==> src/rtl/pn_seq_gen.sv <==
// ---------------------------------------------------------------------------
// pn_seq_gen : parametrised Fibonacci LFSR pseudo-noise generator.
//
// Each generated word holds OUT_W consecutive serial LFSR bits. dout[0] is the
// earliest bit. The word is offered on a valid/ready stream. The generator
// also supports a runtime seed load, an enable, and recovery from an all-zero
// seed.
//
// Optional build macro: PN_ERR_INJECT_EN
//   When this macro is defined, the design gains an err_inject input. A pulse
//   on err_inject arms a single-shot flag. The next filled word then has
//   dout[0] inverted. The LFSR state itself is never corrupted.
//
// Parameters
//   N     : LFSR length (3..32). State bit k-1 holds s[k].
//   TAPS  : feedback mask. Bit k-1 set means s[k] feeds the XOR.
//   SEED  : reset and recovery state. Must be nonzero.
//   OUT_W : serial bits per output word (1..64).
//
// Ports
//   clk        : clock, rising edge
//   reset_n    : synchronous active-low reset
//   en         : generation enable
//   seed_load  : one-cycle pulse, loads seed_in
//   seed_in    : runtime seed (same mapping as SEED)
//   dout       : PN word
//   dout_valid : dout holds a valid word
//   dout_ready : consumer accepts the word when valid && ready
//   err_inject : (PN_ERR_INJECT_EN only) arm a single dout[0] inversion
//   lockup     : sticky flag, an all-zero seed was replaced by SEED
// ---------------------------------------------------------------------------
module pn_seq_gen #(
  parameter int          N     = 7,
  parameter logic [N-1:0] TAPS = 7'h4E,
  parameter logic [N-1:0] SEED = 7'h41,
  parameter int          OUT_W = 8
) (
  input  logic             clk,
  input  logic             reset_n,
  input  logic             en,
  input  logic             seed_load,
  input  logic [N-1:0]     seed_in,
  output logic [OUT_W-1:0] dout,
  output logic             dout_valid,
  input  logic             dout_ready,
`ifdef PN_ERR_INJECT_EN
  input  logic             err_inject,
`endif
  output logic             lockup
);

  // One serial step: s[1] <= feedback, s[k] <= s[k-1].
  function automatic logic [N-1:0] lfsr_step(input logic [N-1:0] s);
    return {s[N-2:0], ^(s & TAPS)};
  endfunction

  logic [N-1:0]     r_state;
  logic [OUT_W-1:0] r_dout;
  logic             r_valid;
  logic             r_lockup;
  logic [N-1:0]     w_next_state;
  logic [OUT_W-1:0] w_word;
  logic             w_fill;
  logic             w_inj;

`ifdef PN_ERR_INJECT_EN
  logic r_inj_armed;
  // A pulse that coincides with a fill is applied to that same fill.
  assign w_inj = r_inj_armed | err_inject;
`else
  assign w_inj = 1'b0;
`endif

  // A new word is produced when the output slot is free or being drained.
  // A seed_load suppresses the fill for that cycle.
  assign w_fill = en & (~r_valid | dout_ready) & ~seed_load;

  // Unroll OUT_W serial steps. Word bit j is s[N] after j steps.
  always_comb begin
    logic [N-1:0] v_s;
    v_s    = r_state;
    w_word = {OUT_W{1'b0}};
    for (int j = 0; j < OUT_W; j++) begin
      w_word[j] = v_s[N-1];
      v_s       = lfsr_step(v_s);
    end
    w_next_state = v_s;
  end

  // LFSR state, output word, and stream and status flags.
  // Priority: reset, then seed_load, then fill, then drain.
  always_ff @(posedge clk) begin
    if (!reset_n) begin
      r_state  <= SEED;
      r_dout   <= {OUT_W{1'b0}};
      r_valid  <= 1'b0;
      r_lockup <= 1'b0;
    end else if (seed_load) begin
      // An all-zero state would lock the LFSR, so substitute SEED instead.
      if (seed_in == {N{1'b0}}) begin
        r_state  <= SEED;
        r_lockup <= 1'b1;
      end else begin
        r_state <= seed_in;
      end
      r_valid <= 1'b0;
    end else if (w_fill) begin
      r_state <= w_next_state;
      r_dout  <= {w_word[OUT_W-1:0]} ^ {{(OUT_W-1){1'b0}}, w_inj};
      r_valid <= 1'b1;
    end else if (r_valid && dout_ready) begin
      r_valid <= 1'b0;
    end else begin
      r_valid <= r_valid;
    end
  end

`ifdef PN_ERR_INJECT_EN
  // Single-shot injection flag. Reset and seed_load clear it; a fill consumes it.
  always_ff @(posedge clk) begin
    if (!reset_n) begin
      r_inj_armed <= 1'b0;
    end else if (seed_load || w_fill) begin
      r_inj_armed <= 1'b0;
    end else begin
      r_inj_armed <= r_inj_armed | err_inject;
    end
  end
`endif

  assign dout       = r_dout;
  assign dout_valid = r_valid;
  assign lockup     = r_lockup;

endmodule

==> config.mk <==
export PLATFORM = sky130hd
export DESIGN_NAME = pn_seq_gen
export DESIGN_NICKNAME = d
export VERILOG_FILES = /design/src/rtl/pn_seq_gen.sv
export SDC_FILE = /design/constraint.sdc
export NUM_CORES = 1
export LEC_CHECK = 0
export BUFFER_PORTS_ARGS = -buffer_cell sky130_fd_sc_hd__buf_2
export CAP_MARGIN = 40
export CELL_PAD_IN_SITES_DETAIL_PLACEMENT = 0
export CELL_PAD_IN_SITES_GLOBAL_PLACEMENT = 1
export CORE_MARGIN = 3
export CORE_UTILIZATION = 41
export CTS_BUF_LIST = sky130_fd_sc_hd__clkbuf_4 sky130_fd_sc_hd__clkbuf_8 sky130_fd_sc_hd__clkbuf_16
export DETAILED_ROUTE_END_ITERATION = 7
export PLACE_DENSITY = 0.78
export SLEW_MARGIN = 20
export SYNTH_ARGS = -nofsm -noshare
export SYNTH_HDL_FRONTEND = slang
export SYNTH_SLANG_ARGS = --single-unit
==> constraint.sdc <==
create_clock -name clk -period 3.4 [get_ports clk]
set_input_delay 0.68 -clock clk [delete_from_list [all_inputs] [get_ports clk]]
set_output_delay 0.68 -clock clk [all_outputs]
set_load 0.03 [all_outputs]
==> impl_metrics.toml <==
[die]
initial_core_util = 0.4514
rows = 15
ios = 22
fp.dieH_um = 50.54
fp.dieW_um = 50.54
dieArea_mm2 = 0.002554
coreArea_mm2 = 0.001802

[cts]
cts_buffers = 3
htreeDepth = 1
cts_tree = "done"
cts_setup_buffers = 0
cts.path.max_buffers = 2
clock-sinks = 17
cts_resized = 0
root_buffer = "clkbuf_4"
hold_buffers = 0
clock_latency_ns = 0.29
path_clk_slew_ns = 0.10

[synthesis]
ys_warn_count = 0
synth.area.top_cells = "dfxtp_1 (42%), nor2b_1 (11%), mux2i_1 (8.6%)"
synth_largest_area_cell = "dfxtp_1"
synth_edf_count = 0
syn_area_um2 = 813.3
synth_ff_type = "dfxtp_1"
async_flop_share = 0
avgSynthCellArea_um2 = 10.70
synth_nets = 88
ys_types = 21
synth.most_common_cell = "dfxtp_1"
yosysTopAreaCellShare = 0.4185
syn_inst = 76
ys_top_cells_by_count = "dfxtp_1 (17), nor2b_1 (14), mux2i_1 (7)"
synth-seq-cells = 17
synth-seq-area-share = 0.4185

[global_routing]
grt_pass1_vias = 590
grtUsageMet3 = 0.03264
busiest_layer = "met2"
use_met2 = 0.2043
gr-total-overflow = 0
grt_max_degree = 18
antenna_found_initial = 0
grt_usage = 0.1403
use_met1 = 0.1882
grt_pass1_wl_um = 2691

[critical_path]
cp-end-kind = "flop"
arrival_ns = 1.88
required_ns = 3.60
cp_max_fo = 3
worstSetupPathType = "input pin to flop"
rr_worst_depth = 4
worstSetupStartpointType = "input pin"

[timing]
fin_hold_ws_ns = 0.4992
fin_crit_ns = 1.683
final_hold_viol_count = 0
slew_headroom = 0.5484
fmax_mhz = 594.0
setup_viol = 0
fin_crit_sh = 0.4951
slew_viol_final = 0
fin_skew_ns = 0.007581
tns_ns = 0
tightest_slew_ns = 0.6773
rsz0062_at_grt = "no"

[drt]
firstDrtPassIters = 7
drtIter0Drc = 16
viasPerCell = 5.171
wl_per_cell_um = 13.00
vias = 636
ant_nets = 0
totalWireLength_um = 1599
drc_errors = 0

[layout]
nets = 111
antenna_cells = 0
drive_above_1_share = 0.3061
areaGrowthSynthToFinish_pct = 19.08

[hold_path]
min_path_cells = 2
hold_class = "flop to flop"

[power_and_ir_drop]
vdd_drop_max_mv = 0.2454
leakage_nw = 0.4216
power_density_mw_per_mm2 = 442.4

[outcome]
status = "completed"

[flow_run]
cap_violations = 0

[placed_design]
io_buffers = 21
gp_congestion = 0.7819
dp_hpwl_um = 1133
-- worst paths after layout --
kind / slack [ns] / start / to
setup / recovery: 1.72 / seed_in[2] / r_state[0]
hold / removal: 0.50 / lockup / lockup
setup reg to reg: 1.84 / r_state[2] / r_state[5]
hold reg to reg: 0.50 / lockup / lockup
-- per-stage QoR --
step | cells | util | worst slack [ns] | instance area [um2] | total power [mW]
final | 123 | 0.5375 | 1.717 | 968.4 | 0.4284
after global routing | 123 | 0.5375 | 1.666 | 968.4 | 0.4473
after CTS | 123 | 0.5375 | 1.715 | 968.4 | 0.4321
after detailed placement | 119 | 0.5208 | 1.415 | 938.4 | 0.3195
after global placement | 119 | 0.5208 | 1.484 | 938.4 | 0.3191
after floorplan | 76 | - | 1.623 | 813.3 | 0.2952
-- worst max-delay path: stages --
cell	delay, ns
buf_2	0.11
or4_4	0.54
nor4_4	0.20
nor3b_1	0.10
o311ai_2	0.25
-- layout make-up --
| class | instances | area [um2] |
|---|---|---|
| Fill cell | 182 | 833.3 |
| Multi-Input combinational cell | 55 | 454.2 |
| Sequential cell | 17 | 340.3 |
| Timing Repair Buffer | 22 | 112.6 |
| Tap cell | 25 | 31.28 |
| Clock buffer | 4 | 30.03 |
-- where the power goes --
group	total (mW)	switching, mW	internal, mW
Sequential	0.225	0.0135	0.211
Combinational	0.0899	0.0457	0.0442
Clock	0.114	0.0603	0.0535
Total	0.428	0.119	0.309
-- cell usage in the layout (no fill, tap or decap) --
cell type,netlist,routed
a21oi_1,2,2
a222oi_1,5,5
buf_2,0,21
buf_4,1,1
clkbuf_4,0,4
dfxtp_1,17,17
mux2i_1,7,7
nand2_1,4,4
nand2b_1,1,1
nand4_1,1,1
nor2_1,2,2
nor2b_1,14,14
nor3b_1,2,2
nor3b_2,1,1
nor4_4,1,1
o211a_1,1,1
o21ai_0,1,1
o311ai_2,1,1
or4_4,1,1
xnor2_1,4,4
xnor3_1,1,1
xor2_1,6,6
-- kinds of logic after synthesis --
| kind of cell | after synthesis | synth area share |
|---|---|---|
| compound gates | 10 | 0.1123 |
| mux | 7 | 0.08616 |
| xor+xnor | 11 | 0.1354 |
| buf+inv | 4 | 0.02308 |
| simple gates | 27 | 0.2246 |
| flops | 17 | 0.4185 |
-- sequential cells by signal, indices dropped and copies added (netlist names) --
| name | count |
|---|---|
| dout | 8 |
| dout_valid | 1 |
| lockup | 1 |
| r_state | 7 |
-- layer usage --
metal | part of all wire | vias to the layer above | wire [um]
li1 | - | 318 | -
met1 | 0.46 | 296 | 743
met2 | 0.45 | 20 | 722
met3 | 0.068 | 2 | 109
met4 | 0.014 | 0 | 23
met5 | 0 | - | 0
Power figures use the tool's default switching activity.
